===== config.mk =====
export PLATFORM = sky130hd
export DESIGN_NAME = lsu
export DESIGN_NICKNAME = d
export VERILOG_FILES = /design/src/rtl/lsu.sv
export SDC_FILE = /design/constraint.sdc
export NUM_CORES = 1
export LEC_CHECK = 0
export CORE_MARGIN = 5
export CORE_UTILIZATION = 50
export CTS_CLUSTER_SIZE = 25
export DETAILED_ROUTE_END_ITERATION = 6
export DONT_BUFFER_PORTS = 1
export HOLD_SLACK_MARGIN = 0.1
export PLACE_DENSITY = 0.75
export SLEW_MARGIN = 25
export SYNTH_ARGS = -nofsm -noshare
export SYNTH_HDL_FRONTEND = slang
export SYNTH_SLANG_ARGS = --single-unit

===== constraint.sdc =====
create_clock -name clk -period 4.99 [get_ports clk]
set_clock_uncertainty 0.1 [all_clocks]
set_input_delay 0.998 -clock clk [delete_from_list [all_inputs] [get_ports clk]]
set_output_delay 0.998 -clock clk [all_outputs]
set_load 0.05 [all_outputs]

===== src/rtl/lsu.sv =====
// Load/store unit: bridges core address/store data to a valid/ready word bus.
// Optional misaligned-access trap enabled by defining LSU_MISALIGN_TRAP_EN.
module lsu #(
    parameter int unsigned TIMEOUT_CYCLES = 16
) (
    input  logic        clk,
    input  logic        reset,
    input  logic        mem_req,
    input  logic        mem_we,
    input  logic [2:0]  funct3,
    input  logic [31:0] addr,
    input  logic [31:0] wdata,
    output logic [31:0] readdata,
    output logic        stall,
    output logic        fault,
    output logic        bus_valid,
    input  logic        bus_ready,
    output logic        bus_we,
    output logic [31:0] bus_addr,
    output logic [3:0]  bus_wstrb,
    output logic [31:0] bus_wdata,
    input  logic [31:0] bus_rdata
);

    typedef enum logic [1:0] {StIdle, StReq, StDone} state_e;

    state_e      state_q;
    logic [7:0]  cnt_q;
    logic [2:0]  f3_q;
    logic [1:0]  off_q;
    logic [31:0] readdata_q;
    logic [31:0] bus_addr_q;
    logic [31:0] bus_wdata_q;
    logic [3:0]  bus_wstrb_q;
    logic        bus_we_q;
    logic        bus_valid_q;
    logic        fault_q;

    logic [2:0]  f3_n;
    logic [1:0]  off_n;
    logic [3:0]  wstrb_n;
    logic [31:0] wdata_n;
    logic [31:0] ld_data;
    logic [7:0]  ld_byte;
    logic [15:0] ld_half;

    // Illegal encodings behave as a word access.
    always_comb begin
        case (funct3)
            3'b000, 3'b001, 3'b010, 3'b100, 3'b101: f3_n = funct3;
            default:                                f3_n = 3'b010;
        endcase
    end

`ifdef LSU_MISALIGN_TRAP_EN
    logic misalign;
    assign misalign = ((f3_n[1:0] == 2'b01) && addr[0]) ||
                      ((f3_n[1:0] == 2'b10) && (addr[1:0] != 2'b00));
`endif

    // Offset bits below the access size are forced to zero.
    always_comb begin
        case (f3_n[1:0])
            2'b00:   off_n = addr[1:0];
            2'b01:   off_n = {addr[1], 1'b0};
            default: off_n = 2'b00;
        endcase
    end

    always_comb begin
        wstrb_n = 4'b0000;
        wdata_n = wdata;
        case (f3_n[1:0])
            2'b00: begin
                wstrb_n = 4'b0001 << off_n;
                wdata_n = {4{wdata[7:0]}};
            end
            2'b01: begin
                wstrb_n = off_n[1] ? 4'b1100 : 4'b0011;
                wdata_n = {2{wdata[15:0]}};
            end
            default: begin
                wstrb_n = 4'b1111;
                wdata_n = wdata;
            end
        endcase
        if (!mem_we) wstrb_n = 4'b0000;
    end

    always_comb begin
        ld_byte = 8'(bus_rdata >> {off_q, 3'b000});
        ld_half = off_q[1] ? bus_rdata[31:16] : bus_rdata[15:0];
        case (f3_q)
            3'b000:  ld_data = {{24{ld_byte[7]}}, ld_byte};
            3'b001:  ld_data = {{16{ld_half[15]}}, ld_half};
            3'b100:  ld_data = {24'h0, ld_byte};
            3'b101:  ld_data = {16'h0, ld_half};
            default: ld_data = bus_rdata;
        endcase
    end

    always_ff @(posedge clk or posedge reset) begin
        if (reset) begin
            state_q     <= StIdle;
            cnt_q       <= 8'd0;
            f3_q        <= 3'b000;
            off_q       <= 2'b00;
            readdata_q  <= 32'h0;
            bus_addr_q  <= 32'h0;
            bus_wdata_q <= 32'h0;
            bus_wstrb_q <= 4'b0000;
            bus_we_q    <= 1'b0;
            bus_valid_q <= 1'b0;
            fault_q     <= 1'b0;
        end else begin
            case (state_q)
                StIdle: begin
                    fault_q <= 1'b0;
                    if (mem_req) begin
`ifdef LSU_MISALIGN_TRAP_EN
                        if (misalign) begin
                            state_q    <= StDone;
                            fault_q    <= 1'b1;
                            readdata_q <= 32'h0;
                        end else begin
`else
                        begin
`endif
                            state_q     <= StReq;
                            bus_valid_q <= 1'b1;
                            bus_addr_q  <= {addr[31:2], 2'b00};
                            bus_we_q    <= mem_we;
                            bus_wstrb_q <= wstrb_n;
                            bus_wdata_q <= wdata_n;
                            f3_q        <= f3_n;
                            off_q       <= off_n;
                            cnt_q       <= 8'(TIMEOUT_CYCLES);
                        end
                    end
                end
                StReq: begin
                    if (bus_ready) begin
                        bus_valid_q <= 1'b0;
                        if (!bus_we_q) readdata_q <= ld_data;
                        state_q <= StDone;
                    end else if (cnt_q == 8'd0) begin
                        bus_valid_q <= 1'b0;
                        fault_q     <= 1'b1;
                        readdata_q  <= 32'h0;
                        state_q     <= StDone;
                    end else begin
                        cnt_q <= cnt_q - 8'd1;
                    end
                end
                StDone: begin
                    fault_q <= 1'b0;
                    state_q <= StIdle;
                end
                default: state_q <= StIdle;
            endcase
        end
    end

    assign stall     = ((state_q == StIdle) && mem_req) || (state_q == StReq);
    assign readdata  = readdata_q;
    assign fault     = fault_q;
    assign bus_valid = bus_valid_q;
    assign bus_we    = bus_we_q;
    assign bus_addr  = bus_addr_q;
    assign bus_wstrb = bus_wstrb_q;
    assign bus_wdata = bus_wdata_q;

endmodule


==> impl_results.md <==
- Fmax: 0.347 GHz
- GRT Total Usage: 21.8%
- Final ANT Viol Nets: 0
- Worst r2r src: state_q[1]
- Share of cells above drive strength 1: 9.11%
- Average size of a mapped cell: 9.72 um2
- Hold Fails Final Rpt: 0
- H-tree levels: 4
- Routed vias/inst: 5.81
- Grt ovf: 0
- Dpl hpwl: 9.81 mm
- Synth async-reset ratio: 100%
- Starting Density: 51.4%
- Post-Route WL: 13.8 mm
- Place WS: 2.14 ns
- DR pass1 iterations: 5
- Reg2reg path depth: 4
- Post-layout util: 57.6%
- FF+latch count, synth: 116
- Hold Path Sink: f3_q[2]
- Most frequent cells in the layout: nand2_1 (171), dfrtp_1 (116), o21ai_0 (46)
- Wire length per cell: 20.2 um
- Hold Crit Class: flop to flop
- P_leak: approximately 2.8 nW
- Die area: 12,800 um2
- Synth Warn #: 0
- Fill cells: 873
- Cell Area, Synth: 5330 um2
- Largest net degree at the start of global routing: 105
- CP Launch Type: flop
- Crit Path Category: flop to primary output
- Synth cell types: 48
- # hold bufs at CTS: 0
- RR Endpoint: readdata[29]
- Worst setup EP type: primary output
- Hold path start: f3_q[2]
- Post-CTS sizing: 0
- Critical path data arrival time: 1.78 ns
- Number of top-level pins: 208
- Drt drc: 0
- Routability cong.: 0.833
- RSZ-0062 raised after global routing: no
- Reg2Reg Setup Slack: 2.50 ns
- Post-synth EDFFs: 0
- Antenna Cells: 0
- Port Buffers: 0
- Layout overhead on the synthesized area: 12.1%
- Final Cycle Share: 57.7%
- Maxcap violations: 0
- Slew margin rel.: 40.5%
- Global-route wire length before repair: approximately 22 mm
- Sum Neg Setup Slack: 0 ns
- Synthesized instance count: 548
- Die H: 113 um
- Iter 0 DRT Violations: around 380
- Total number of vias: around 4,000
- Total CTS buffers: 17
- Clk root buf: clkbuf_8
- Worst Path Max Fanout: 8
- Hold Path Depth: 2
- Horiz. Die Dim: 113 um
- Clock transition at path regs: 0.06 ns
- CP required: ~3.9 ns
- Reg area: 2900 um2
- Number of global-route vias before repair: around 4,200
- Peak supply drop: about 410 uV
- Final setup viols: 0
- Clk_lat worst skew: 0.50 ns
- Core area: 10,400 um2
- Tightest Pin Transition: between 0.8 and 0.9 ns
- Clk buf depth: 2
- Run status: finished clean
- Most common cell after layout, fill and taps aside: nand2_1
- Final min period: 2.88 ns
- PwrDens: 899 nW/um2
- Initial antenna violation count: 0
- Main flop type after synthesis: dfrtp_1
- Setup Fix Bufs, Post-CTS: 0
- # clock sinks: 116
- Register area share after synthesis: a little over half
- Min Hold Slack: slightly above 0.4 ns
- FP Rows: 37
- Max Slew Vio Count: 0
- Area of the multi-input gates: between 2000 and 2500 um2
- CTS tree: yes
- Worst setup margin: 2.11 ns
- Final-stage net count: approximately 640
## metal layers
metal	track usage (%)	part of all wire, %	vias up
met4	8.57	2.3	0
met2	34.2	49	193
met1	26.3	37	1906
met3	10.1	12	23
met5	0	0	-
li1	-	-	1855
## flip-flops by register name (all words and copies together) (netlist names)
signal / cells
bus_valid: 1
readdata: 32
off_q: 2
cnt_q: 8
fault: 1
f3_q: 3
bus_we: 1
bus_wdata: 32
bus_addr: 30
bus_wstrb: 4
state_q: 2
## stage by stage
step                      total power [mW]  instances  area (um2)
final                                 5.37        685        5970
after detailed placement              4.21        652        5370
after floorplan                       3.90        549        5330
after global placement                4.13        652        5370
after CTS                             5.39        684        5950
after global routing                  5.66        685        5970
## logic make-up (layout without fill, tap and decap cells)
family | count (synthesis) | count (layout) | synth area share (%)
DFF | 116 | 116 | 54.5
other | 1 | 2 | 0.0704
and+or+nand+nor | 236 | 236 | 19.4
buffers and inverters | 42 | 42 | 3.57
muxes | 34 | 34 | 6.65
adders and majority gates | 2 | 2 | 0.470
AOI/OAI and AO/OA | 117 | 117 | 15.4
## worst max-delay path, stage by stage (launching register included)
cell,delay (ns)
dfrtp_1,0.46
nor2_1,0.14
nor2_1,0.69
## synthesized netlist by cell type (all sizes together) (6+ instances only)
cell type,number,share of area (%)
a21oi,22,2.2
nand2,171,12
o21ai,46,4.3
a32o,8,1.5
nor2,28,2.0
nand2b,11,1.3
dfrtp,116,54
or3,8,0.94
mux2i,32,6.0
a221o,16,3.0
buf,13,1.5
o2bb2ai,7,1.2
clkbuf,23,1.6
inv,6,0.42
## how the worst max path moves through the flow
stage	start	end	slack, ns	cells past startpoint
5_1_grt	state_q[0]	stall	2.03	2
4_1_cts	state_q[0]	stall	2.09	2
3_5_place_dp	mem_req	stall	2.14	2
2_1_floorplan	reset	bus_addr[10]	0.82	1
6_report	state_q[0]	stall	2.11	2
3_3_place_gp	mem_req	stall	2.14	2
## where the power goes
part | switching (mW) | leakage (nW) | total, mW | internal [mW]
logic | 0.617 | 1.05 | 1.07 | 0.456
registers | 1.77 | 1.45 | 3.12 | 1.35
clock network | 0.427 | 0.277 | 1.18 | 0.750
## cell type report
class | count | share of cell area (%)
flip-flops and latches | 116 | 48.6
multi-input cells | 391 | 37.6
clock buffers | 21 | 7.69
well taps | 136 | 2.85
clock inverters | 11 | 2.12
repair buffers | 4 | 0.712
inverters | 6 | 0.419
No activity file was read; power rests on OpenSTA's default activity.
